==> src/rtl/noc_local_injector_if.sv <==
// Core-request and router-link signal bundle for the local injector.
// The injector sits on the slave side; the core/router model drives the master side.
interface noc_local_injector_if;
   logic        req_valid;
   logic        req_ready;
   logic [7:0]  req_dest;
   logic [7:0]  req_payload;
   logic [15:0] data_o;
   logic        send_o;
   logic        credit_i;

   modport master (
      output req_valid, req_dest, req_payload, credit_i,
      input  req_ready, data_o, send_o
   );

   modport slave (
      input  req_valid, req_dest, req_payload, credit_i,
      output req_ready, data_o, send_o
   );
endinterface

==> src/rtl/noc_local_injector.sv <==
// Local-port injection stage: buffers core requests in a small FIFO and sends
// single 16-bit flits to the router under credit flow control.
module noc_local_injector #(
   parameter int XCOORD    = 0,
   parameter int YCOORD    = 0,
   parameter int CREDITS   = 4,
   parameter int REQ_DEPTH = 4
) (
   input  logic                             clk,
   input  logic                             rst,
   noc_local_injector_if.slave              bus,
   output logic [$clog2(CREDITS+1)-1:0]     credits_o,
   output logic [15:0]                      sent_count_o,
   output logic                             self_drop_o,
   output logic                             credit_err_o
);
   localparam int AW   = $clog2(REQ_DEPTH);
   localparam int CNTW = AW + 1;
   localparam int CW   = $clog2(CREDITS + 1);
   localparam logic [CNTW-1:0] DEPTH_C     = CNTW'(REQ_DEPTH);
   localparam logic [CW-1:0]   CRED_MAX_C  = CW'(CREDITS);
   localparam logic [7:0]      SELF_ADDR_C = {4'(XCOORD), 4'(YCOORD)};

   logic [15:0]     mem_q [REQ_DEPTH];
   logic [15:0]     mem_d [REQ_DEPTH];
   logic [AW-1:0]   wr_ptr_q, wr_ptr_d;
   logic [AW-1:0]   rd_ptr_q, rd_ptr_d;
   logic [CNTW-1:0] count_q, count_d;
   logic [CW-1:0]   credits_q, credits_d;
   logic            ready_q, ready_d;
   logic [15:0]     data_q, data_d;
   logic            send_q, send_d;
   logic [15:0]     sent_q, sent_d;
   logic            drop_q, drop_d;
   logic            err_q, err_d;

   logic            hs_s, self_s, push_s, fire_s;

   assign hs_s   = bus.req_valid & ready_q;
   assign self_s = (bus.req_dest == SELF_ADDR_C);
   assign push_s = hs_s & ~self_s;
   // Decision uses only registered count/credits, so a credit arriving this cycle waits a cycle.
   assign fire_s = (count_q != {CNTW{1'b0}}) & (credits_q != {CW{1'b0}});

   // Next-state for FIFO, credit counter and link outputs.
   always_comb begin
      mem_d     = mem_q;
      wr_ptr_d  = wr_ptr_q;
      rd_ptr_d  = rd_ptr_q;
      count_d   = count_q;
      credits_d = credits_q;
      err_d     = err_q;
      data_d    = data_q;
      send_d    = 1'b0;
      sent_d    = sent_q;
      drop_d    = hs_s & self_s;

      if (push_s) begin
         mem_d[wr_ptr_q] = {bus.req_payload, bus.req_dest};
         wr_ptr_d        = wr_ptr_q + AW'(1);
      end else begin
         wr_ptr_d = wr_ptr_q;
      end

      if (fire_s) begin
         data_d   = mem_q[rd_ptr_q];
         send_d   = 1'b1;
         rd_ptr_d = rd_ptr_q + AW'(1);
         sent_d   = sent_q + 16'd1;
      end else begin
         data_d = data_q;
      end

      case ({push_s, fire_s})
         2'b10:   count_d = count_q + CNTW'(1);
         2'b01:   count_d = count_q - CNTW'(1);
         default: count_d = count_q;
      endcase

      case ({fire_s, bus.credit_i})
         2'b10:   credits_d = credits_q - CW'(1);
         2'b01: begin
            if (credits_q == CRED_MAX_C) begin
               credits_d = credits_q;
               err_d     = 1'b1;
            end else begin
               credits_d = credits_q + CW'(1);
            end
         end
         default: credits_d = credits_q;
      endcase

      ready_d = (count_d < DEPTH_C);
   end

   // State registers; reset drops every queued flit.
   always_ff @(posedge clk or negedge rst) begin
      if (!rst) begin
         for (int i = 0; i < REQ_DEPTH; i++) begin
            mem_q[i] <= 16'h0000;
         end
         wr_ptr_q  <= {AW{1'b0}};
         rd_ptr_q  <= {AW{1'b0}};
         count_q   <= {CNTW{1'b0}};
         credits_q <= CRED_MAX_C;
         ready_q   <= 1'b1;
         data_q    <= 16'h0000;
         send_q    <= 1'b0;
         sent_q    <= 16'h0000;
         drop_q    <= 1'b0;
         err_q     <= 1'b0;
      end else begin
         mem_q     <= mem_d;
         wr_ptr_q  <= wr_ptr_d;
         rd_ptr_q  <= rd_ptr_d;
         count_q   <= count_d;
         credits_q <= credits_d;
         ready_q   <= ready_d;
         data_q    <= data_d;
         send_q    <= send_d;
         sent_q    <= sent_d;
         drop_q    <= drop_d;
         err_q     <= err_d;
      end
   end

   assign bus.req_ready = ready_q;
   assign bus.data_o    = data_q;
   assign bus.send_o    = send_q;
   assign credits_o     = credits_q;
   assign sent_count_o  = sent_q;
   assign self_drop_o   = drop_q;
   assign credit_err_o  = err_q;
endmodule

==> src/flat_wrapper.sv <==
// flat-port wrapper written by rule: the top's interface ports become plain ports
module noc_local_injector_flat 
#(
   parameter int XCOORD    = 0,
   parameter int YCOORD    = 0,
   parameter int CREDITS   = 4,
   parameter int REQ_DEPTH = 4
)
  (clk, rst, credits_o, sent_count_o, self_drop_o, credit_err_o, bus_req_valid, bus_req_dest, bus_req_payload, bus_credit_i, bus_req_ready, bus_data_o, bus_send_o);
  noc_local_injector_if bus_i ();
  input  logic clk;
  input  logic rst;
  output logic [$clog2(CREDITS+1)-1:0] credits_o;
  output logic [15:0] sent_count_o;
  output logic self_drop_o;
  output logic credit_err_o;
  input wire logic [$bits(bus_i.req_valid)-1:0] bus_req_valid;
  input wire logic [$bits(bus_i.req_dest)-1:0] bus_req_dest;
  input wire logic [$bits(bus_i.req_payload)-1:0] bus_req_payload;
  input wire logic [$bits(bus_i.credit_i)-1:0] bus_credit_i;
  output wire logic [$bits(bus_i.req_ready)-1:0] bus_req_ready;
  output wire logic [$bits(bus_i.data_o)-1:0] bus_data_o;
  output wire logic [$bits(bus_i.send_o)-1:0] bus_send_o;
  assign bus_i.req_valid = bus_req_valid;
  assign bus_i.req_dest = bus_req_dest;
  assign bus_i.req_payload = bus_req_payload;
  assign bus_i.credit_i = bus_credit_i;
  assign bus_req_ready = bus_i.req_ready;
  assign bus_data_o = bus_i.data_o;
  assign bus_send_o = bus_i.send_o;
  noc_local_injector #(.XCOORD(XCOORD), .YCOORD(YCOORD), .CREDITS(CREDITS), .REQ_DEPTH(REQ_DEPTH)) u_core (.clk(clk), .rst(rst), .bus(bus_i), .credits_o(credits_o), .sent_count_o(sent_count_o), .self_drop_o(self_drop_o), .credit_err_o(credit_err_o));
endmodule
==> config.mk <==
export PLATFORM = sky130hd
export DESIGN_NAME = noc_local_injector_flat
export DESIGN_NICKNAME = d
export VERILOG_FILES = /design/src/rtl/noc_local_injector_if.sv /design/src/rtl/noc_local_injector.sv /design/src/flat_wrapper.sv
export SDC_FILE = /design/constraint.sdc
export NUM_CORES = 1
export LEC_CHECK = 0
export ABC_AREA = 1
export BUFFER_PORTS_ARGS = -buffer_cell sky130_fd_sc_hd__buf_2
export CAP_MARGIN = 0
export CORE_ASPECT_RATIO = 0.9
export CORE_MARGIN = 5
export CORE_UTILIZATION = 45
export CTS_CLUSTER_DIAMETER = 40
export DETAILED_ROUTE_END_ITERATION = 12
export PLACE_DENSITY = 0.71
export SLEW_MARGIN = 20
export SYNTH_ARGS = -nofsm -noshare
export SYNTH_HDL_FRONTEND = slang
export SYNTH_SLANG_ARGS = --single-unit
==> constraint.sdc <==
create_clock -name clk -period 5.5 [get_ports clk]
set_input_delay 0.825 -clock clk [delete_from_list [all_inputs] [get_ports clk]]
set_output_delay 0.825 -clock clk [all_outputs]
set_load 0.02 [all_outputs]
==> results of run 1 <==
==> routing by layer <==
layer	GRT usage [%]	vias up	share of wire (%)	routed length [microns]
li1	-	1913	-	-
met1	22.78	1871	44	4694
met5	0	-	0	0
met4	7.201	0	2.0	211
met2	28.96	96	49	5220
met3	2.778	14	4.9	520
==> registers in the layout, summed over array words and instances (netlist names), named ones only <==
| register | count |
|---|---|
| u_core.bus.req_ready | 1 |
| u_core.mem_q | 64 |
| u_core.credit_err_o | 1 |
| u_core.self_drop_o | 1 |
| u_core.bus.send_o | 1 |
| u_core.credits_o | 3 |
| u_core.sent_count_o | 16 |
| u_core.bus.data_o | 16 |
| u_core.rd_ptr_q | 2 |
| u_core.wr_ptr_q | 2 |
| u_core.count_q | 2 |
==> layout by cell type (no fill, tap or decap), types with 4 or more instances in the layout <==
master,instances
xnor2_1,5
nor2_1,99
nand2_2,4
nand4_1,5
nand3_1,13
xor2_1,9
dfrtp_1,108
ha_1,6
inv_1,38
buf_4,5
o21ai_0,97
a31oi_1,16
clkbuf_16,9
buf_2,57
nand2_1,115
==> power by group <==
part | internal, mW | switching [mW]
registers | 1.18 | 0.234
clock network | 0.407 | 0.306
logic | 0.473 | 0.858
total | 2.06 | 1.40
==> cell type report <==
| type | count | area [sq um] | area share (%) |
|---|---|---|---|
| tap | 133 | 166.4 | 2.964 |
| timing repair buffer | 62 | 322.8 | 5.750 |
| inverter | 40 | 150.1 | 2.674 |
| clock buffer | 9 | 225.2 | 4.012 |
| sequential | 110 | 2755 | 49.08 |
| clock inverter | 7 | 105.1 | 1.872 |
| multi-input combinational | 389 | 1889 | 33.65 |
==> path summary, 6_finish.rpt <==
kind / startpoint / endpoint / cells after the start
max: u_core.credits_o[2] / u_core.count_q[1] / 7
min: rst / u_core.sent_count_o[12] / 1
max reg2reg: u_core.credits_o[2] / u_core.count_q[1] / 7
min reg2reg: u_core.mem_q[43] / u_core.mem_q[43] / 2
max in group asynchronous: rst / u_core.mem_q[7] / 2
min in group clk: u_core.mem_q[43] / u_core.mem_q[43] / 2
==> kinds of logic after synthesis <==
family	Yosys count	synth area share (%)
buf+inv	68	6.458
mux	1	0.2270
fa+ha+maj	8	2.321
flops	110	55.55
xor+xnor	14	2.472
compound gates	118	12.36
simple gates	248	20.61
==> metrics by stage <==
step                std cells  util [%]  setup WS, ns
floorplan                 567         -         3.270
global placement          734     48.83         2.854
detailed placement        734     48.83         2.801
CTS                       750     51.89         2.820
global route              750     51.93         2.602
finish                    750     51.93         2.847
==> results.toml, run 1 <==
[worst_setup_path]
slowest_delay_ns = 0.64
arrival_ns = 2.89
worstPathMaxFanout = 44
r2r_setup_slack_ns = 2.85
crit_path_start_kind = "flip-flop"
cp-end-kind = "flip-flop"
critical_path_class = "flip-flop to flip-flop"
cp.required_ns = 5.74
path_delay_family = "adder cells"
crit_slowest_cell = "inv_2"
critPathBufInv = 2
cp_cell_sequence = "inv_1 -> nand2_1 -> nand2_2 -> inv_2 -> ha_1 -> fa_1 -> mux2_2"

[clock_network]
insertion_delay_ns = 0.35
cts_tree = "built"
clkTransAtPathRegs_ns = 0.08
clock_path_buffers = 2
cts_buffers = 9
cts_setup_buffers = 0
ctsResizeCount = 0
cts_hold_buf = 0
cts_sinks = 110
root_buffer = "clkbuf_16"
htreeDepth = 3

[power]
p_leak_nw = 2.771
ir_drop_mv = 0.2656
p_per_area_nw_per_um2 = 615.2
finalPower_mw = 3.454

[placement]
dp_hpwl_mm = 6.811
gp_congestion = 0.8420
port_buffers = 58
placed_area_sq_um = 5279

[grt]
antenna_found_initial = 0
track_usage_pct = 17.35
grt_pass1_wl_mm = 18.22
grt_max_degree = 68
overflow = 0
grt_pass1_vias = 3754

[yosys]
syn_nets = 595
synth_warnings = 0
post-synth-top-count-cell = "nand2_1"
async_flop_share_pct = 100.0
synth_edf_count = 0
mappedNetlistArea_sq_um = 4960
syn-instance-count = 567
ys_ff_latch = 110
synth_top_cell_area_share_pct = 54.49
yosysSeqAreaShare_pct = 55.55
synthTopCellsByCount = "nand2_1, dfrtp_1, nor2_1"
yosys.area.top_type = "dfrtp_1"
ys_top_cells_by_area = "dfrtp_1, o21ai_0, nand2_1"
yosysUniqueCellTypes = 31
ys.flop_type = "dfrtp_1"
syn_avg_cell_area_sq_um = 8.747

[worst_hold_path]
min_path_type = "input pin to async pin"

[route]
via_per_inst = 5.192
dr.first_iter.drc_count = 357
dr.pass1.iters = 4
wl_per_cell_microns = 14.19
drtAntennaViolNets = 0
vias = 3894
drc = 0
wl_mm = 10.65

[sta]
setup_viol = 0
tightest_slew_ns = 1.037
tns_ns = 0
rsz0062_at_grt = "no"
post-route-period-util_pct = 48.24
fmax_ghz = 0.3769
drv_slew = 0
slew_headroom_pct = 30.69
hold_slack_ns = 0.4742
finalHoldViolations = 0
clock_skew_ns = 0.009268
layout_min_cycle_time_ns = 2.653

[layout]
finalNetCount = 640
fill_cells = 997
drive_gt1_share_pct = 15.24
syn_to_final_growth_pct = 13.19
antenna_cells = 0
design_area_sq_um = 5614

[floorplanning]
num_rows = 36
die_w_microns = 120.7
dieHeight_microns = 109.6
die-area_sq_um = 13220
initial_core_util_pct = 45.88
core_region_area_sq_um = 10810
ios = 59

[outcome]
status = "completed"

[flow_run]
cap_violations = 0
Power figures use the tool's default switching activity.
==> run 2, diff against run 1 <==
--- a/config.mk
+++ b/config.mk
@@ -13,7 +13,7 @@
 export CORE_UTILIZATION = 45
 export CTS_CLUSTER_DIAMETER = 40
 export DETAILED_ROUTE_END_ITERATION = 12
-export PLACE_DENSITY = 0.71
+export PLACE_DENSITY = 0.74
 export SLEW_MARGIN = 20
 export SYNTH_ARGS = -nofsm -noshare
 export SYNTH_HDL_FRONTEND = slang
==> constraint.sdc (replaced) <==
create_clock -name clk -period 2.3 [get_ports clk]
set_input_delay 0.345 -clock clk [delete_from_list [all_inputs] [get_ports clk]]
set_output_delay 0.345 -clock clk [all_outputs]
set_load 0.02 [all_outputs]
==> run 2 against run 1 <==
  * Utilization is 0.32 points higher
  * Clock skew is 0.0015 ns lower
  * First-iteration DRC count is 4.8% lower
  * Critical path depth is 2 higher
  * Sequential power is 140% higher
  * Critical endpoint is now u_core.bus.req_ready
  * Largest power group is now combinational logic
==> results.toml, run 2 (synthesized netlist as in run 1, its figures left out) <==
[floorplanning]
die-area_sq_um = 13220
initial_core_util_pct = 45.88
die_w_microns = 120.7
core_region_area_sq_um = 10810
dieHeight_microns = 109.6
ios = 59
num_rows = 36

[route]
dr.first_iter.drc_count = 340
drc = 0
vias = 3937
wl_per_cell_microns = 14.56
via_per_inst = 5.180
drtAntennaViolNets = 0
dr.pass1.iters = 4
wl_mm = 11.06

[layout]
largest_reg_flops = 64
finalNetCount = 651
regArea_sq_um = 2755
final_cell_mix = "nand2_1, dfrtp_1, nor2_1, o21ai_0, buf_2"
syn_to_final_growth_pct = 13.90
layout_commonest_cell = "nand2_1"
largest-register = "u_core.mem_q"
multi_input_area_sq_um = 1884
fill_cells = 966
postLayoutCoreUtil_pct = 52.26
design_area_sq_um = 5649
stdcell_count = 760
drive_gt1_share_pct = 16.11
antenna_cells = 0

[placement]
port_buffers = 58
dp_hpwl_mm = 7.155
gp_congestion = 0.8683
placed_area_sq_um = 5366
place_ws_ns = 0.2630
dp_cells = 744

[worst_hold_path]
min_path_type = "input pin to flip-flop"
holdPathStages = 3

[sta]
setup_viol = 0
rsz0062_at_grt = "no"
clock_skew_ns = 0.007786
layout_min_cycle_time_ns = 2.078
tightest_slew_ns = 0.5335
slew_headroom_pct = 64.38
fmax_ghz = 0.4812
hold_slack_ns = 0.2540
setup_slack_ns = 0.2219
finalHoldViolations = 0
tns_ns = 0
drv_slew = 0
post-route-period-util_pct = 90.35

[clock_network]
cts_sinks = 110
root_buffer = "clkbuf_16"
htreeDepth = 3
cts_tree = "built"
insertion_delay_ns = 0.35
cts_hold_buf = 1
cts_buffers = 9
cts_setup_buffers = 0
clkTransAtPathRegs_ns = 0.07
ctsResizeCount = 0
clock_path_buffers = 2

[worst_setup_path]
cp_cell_sequence = "nand2_1 -> inv_1 -> nand2_1 -> ha_1 -> fa_1 -> a21oi_1 -> o21ai_0 -> xor2_1 -> inv_1"
crit_slowest_cell = "dfstp_2"
crit_path_start_kind = "flip-flop"
reg2reg_depth = 9
cp-end-kind = "flip-flop"
critical_path_class = "flip-flop to flip-flop"
cp.required_ns = 2.57
worstPathMaxFanout = 5
slowest_delay_ns = 0.53
arrival_ns = 2.35

[power]
p_leak_nw = 2.795
finalPower_mw = 8.164
p_per_area_nw_per_um2 = 1445
ir_drop_mv = 0.4944

[grt]
overflow = 0
grt_max_degree = 46
grt_pass1_wl_mm = 18.70
grt_pass1_vias = 3887
antenna_found_initial = 0
track_usage_pct = 17.86

[flow_run]
cap_violations = 0

[outcome]
status = "completed"
==> run 2: where the power goes <==
part / total [mW] / switching, mW / internal, mW
Combinational: 3.38 / 2.16 / 1.22
Sequential: 3.33 / 0.515 / 2.81
Clock: 1.46 / 0.715 / 0.744
==> run 2: final timing paths <==
| path | startpoint | endpoint | slack (ns) |
|---|---|---|---|
| max | u_core.bus.req_ready | u_core.bus.req_ready | 0.22 |
| min | bus_req_valid | u_core.self_drop_o | 0.25 |
| max reg2reg | u_core.bus.req_ready | u_core.bus.req_ready | 0.22 |
| min reg2reg | u_core.credit_err_o | u_core.credit_err_o | 0.47 |
| max in group asynchronous | rst | u_core.mem_q[1] | 1.01 |
| min in group asynchronous | rst | u_core.credit_err_o | 0.49 |
==> run 2: final cells by class <==
cell class	count	area share, %
flip-flops and latches	110	48.77
multi-input cells	389	33.36
repair buffers	73	7.442
clock buffers	10	4.053
well taps	133	2.946
inverters	40	2.658
clock inverters	5	0.7752
==> run 2: worst max-delay path: cells and delay by family (launching register included) <==
family / cells / cell delay (ns)
buffers and inverters: 2 / 0.19
and+or+nand+nor: 2 / 0.18
xor gates and xnor gates: 1 / 0.19
DFF: 1 / 0.53
adders and majority gates: 2 / 0.63
AOI/OAI and AO/OA: 2 / 0.29
==> run 2: routing by layer <==
| layer | track usage [%] | wire length (microns) | vias to the layer above |
|---|---|---|---|
| li1 | - | - | 1936 |
| met1 | 23.12 | 4907 | 1873 |
| met2 | 30.00 | 5345 | 110 |
| met3 | 3.498 | 594 | 18 |
| met4 | 6.877 | 214 | 0 |
| met5 | 0 | 0 | - |
==> run 3, diff against run 2 <==
--- a/config.mk
+++ b/config.mk
@@ -9,11 +9,11 @@
 export BUFFER_PORTS_ARGS = -buffer_cell sky130_fd_sc_hd__buf_2
 export CAP_MARGIN = 0
 export CORE_ASPECT_RATIO = 0.9
-export CORE_MARGIN = 5
 export CORE_UTILIZATION = 45
 export CTS_CLUSTER_DIAMETER = 40
 export DETAILED_ROUTE_END_ITERATION = 12
 export PLACE_DENSITY = 0.74
+export SKIP_LAST_GASP = 1
 export SLEW_MARGIN = 20
 export SYNTH_ARGS = -nofsm -noshare
 export SYNTH_HDL_FRONTEND = slang
==> constraint.sdc (replaced) <==
create_clock -name clk -period 2.3 [get_ports clk]
set_input_delay 0.23 -clock clk [delete_from_list [all_inputs] [get_ports clk]]
set_output_delay 0.23 -clock clk [all_outputs]
set_load 0.02 [all_outputs]
==> run 3 against run 2 <==
  * Cell count decreased by 0.53%
  * Maximum frequency up 1.8%
  * Combinational power about the same
  * Via count shrank 0.94%
  * Global-route usage is 2.0 points higher
  * Die area decreased by 13%
  * Utilization rose by 2.1 points
  * Highest routed layer unchanged
  * First-iteration DRC count decreased by 40%
  * Sequential share of layout area down 0.33 points
  * Power rose by 0.97%
  * Non-clock buffer count fell by 1
==> results.toml, run 3 (synthesized netlist as in run 1, its figures left out) <==
[outcome]
status = "completed"

[grt]
antenna_found_initial = 0
track_usage_pct = 19.86
overflow = 0
grt_max_degree = 51
grt_pass1_wl_mm = 17.80
grt_pass1_vias = 3754

[worst_setup_path]
cp-end-kind = "flip-flop"
r2r_setup_slack_ns = 0.26
arrival_ns = 2.31
crit_slowest_cell = "dfstp_2"
crit_path_start_kind = "flip-flop"
worstPathMaxFanout = 5
cp.required_ns = 2.57
critical_path_class = "flip-flop to flip-flop"
cp_cell_sequence = "nand2_1 -> inv_1 -> nand2_1 -> ha_1 -> fa_1 -> a21oi_1 -> o21ai_0 -> xor2_1 -> inv_1"
slowest_delay_ns = 0.53

[power]
p_per_area_nw_per_um2 = 1449
p_leak_nw = 2.812
ir_drop_mv = 0.6192

[clock_network]
clock_path_buffers = 2
insertion_delay_ns = 0.35
clkTransAtPathRegs_ns = 0.07
root_buffer = "clkbuf_16"
cts_buffers = 9
cts_setup_buffers = 0
cts_tree = "built"
cts_sinks = 110
htreeDepth = 3
ctsResizeCount = 0

[layout]
finalNetCount = 650
drive_gt1_share_pct = 16.27
fill_cells = 935
antenna_cells = 0
postLayoutCoreUtil_pct = 54.35
largest_reg_flops = 64
largest-register = "u_core.mem_q"
final_cell_mix = "nand2_1, dfrtp_1, nor2_1, o21ai_0, buf_2"
layout_commonest_cell = "nand2_1"
stdcell_count = 756
syn_to_final_growth_pct = 14.68

[sta]
tightest_slew_ns = 0.5488
clock_skew_ns = 0.01444
fmax_ghz = 0.4899
rsz0062_at_grt = "no"
post-route-period-util_pct = 88.76
drv_slew = 0
slew_headroom_pct = 63.41
layout_min_cycle_time_ns = 2.041
setup_viol = 0
hold_slack_ns = 0.1430
finalHoldViolations = 0
tns_ns = 0

[floorplanning]
dieHeight_microns = 101.6
initial_core_util_pct = 47.39
num_rows = 35
die_w_microns = 112.7
die-area_sq_um = 11450
core_region_area_sq_um = 10470
ios = 59

[placement]
dp_cells = 739
gp_congestion = 0.7989
port_buffers = 58
dp_hpwl_mm = 6.839

[route]
dr.first_iter.drc_count = 205
wl_per_cell_microns = 13.84
vias = 3900
dr.pass1.iters = 5
wl_mm = 10.46
via_per_inst = 5.159
drc = 0
drtAntennaViolNets = 0

[flow_run]
cap_violations = 0

[worst_hold_path]
min_path_type = "input pin to flip-flop"
[run 3: layout make-up]
| type | count | area (sq um) | area share, % |
|---|---|---|---|
| Inverter | 40 | 150.1 | 2.640 |
| Sequential cell | 110 | 2755 | 48.44 |
| Multi-Input combinational cell | 389 | 1884 | 33.13 |
| Timing Repair Buffer | 72 | 412.9 | 7.259 |
| Tap cell | 129 | 161.4 | 2.838 |
| Clock inverter | 7 | 98.84 | 1.738 |
| Clock buffer | 9 | 225.2 | 3.960 |
[run 3: power breakdown]
group	leakage (nW)	total (mW)	internal [mW]	switching, mW
logic	1.29	3.35	1.23	2.13
registers	1.37	3.30	2.81	0.485
clock network	0.154	1.59	0.790	0.804
total	2.81	8.24	4.83	3.42
[run 3: through the flow]
stage | cell area [sq um] | worst slack, ns | power, mW
floorplan | 4960 | 0.1670 | 5.757
CTS | 5688 | 0.2439 | 8.320
finish | 5688 | 0.2586 | 8.243
global placement | 5354 | 0.3219 | 6.527
detailed placement | 5354 | 0.2658 | 6.701
global route | 5688 | 0.07164 | 8.952
[run 3: final timing paths]
path | startpoint | endpoint | cells past startpoint
min | bus_req_valid | u_core.self_drop_o | 3
min in group asynchronous | rst | u_core.sent_count_o[3] | 2
max | u_core.bus.req_ready | u_core.bus.req_ready | 9
max reg2reg | u_core.bus.req_ready | u_core.bus.req_ready | 9
max in group asynchronous | rst | u_core.mem_q[11] | 3
min reg2reg | u_core.credit_err_o | u_core.credit_err_o | 1
[run 3: what timing repair did]
action | 4_1_cts | 5_1_grt
endpoints found under the setup margin | 0 | 0
hold buffers | 1 | 0
endpoints found under the hold margin | 38 | 0
[run 3: metal layers]
metal | wire (microns) | global-route usage (%)
met1 | 4713 | 26.25
met2 | 5200 | 33.29
met3 | 402 | 2.932
met4 | 146 | 8.000
met5 | 0 | 0
[run 3: worst max-delay path: cells and delay by family, from the launching register on]
kind,cells,cell delay (ns)
buf+inv,2,0.18
fa+ha+maj,2,0.64
xor+xnor,1,0.18
flops,1,0.53
simple gates,2,0.20
compound gates,2,0.24
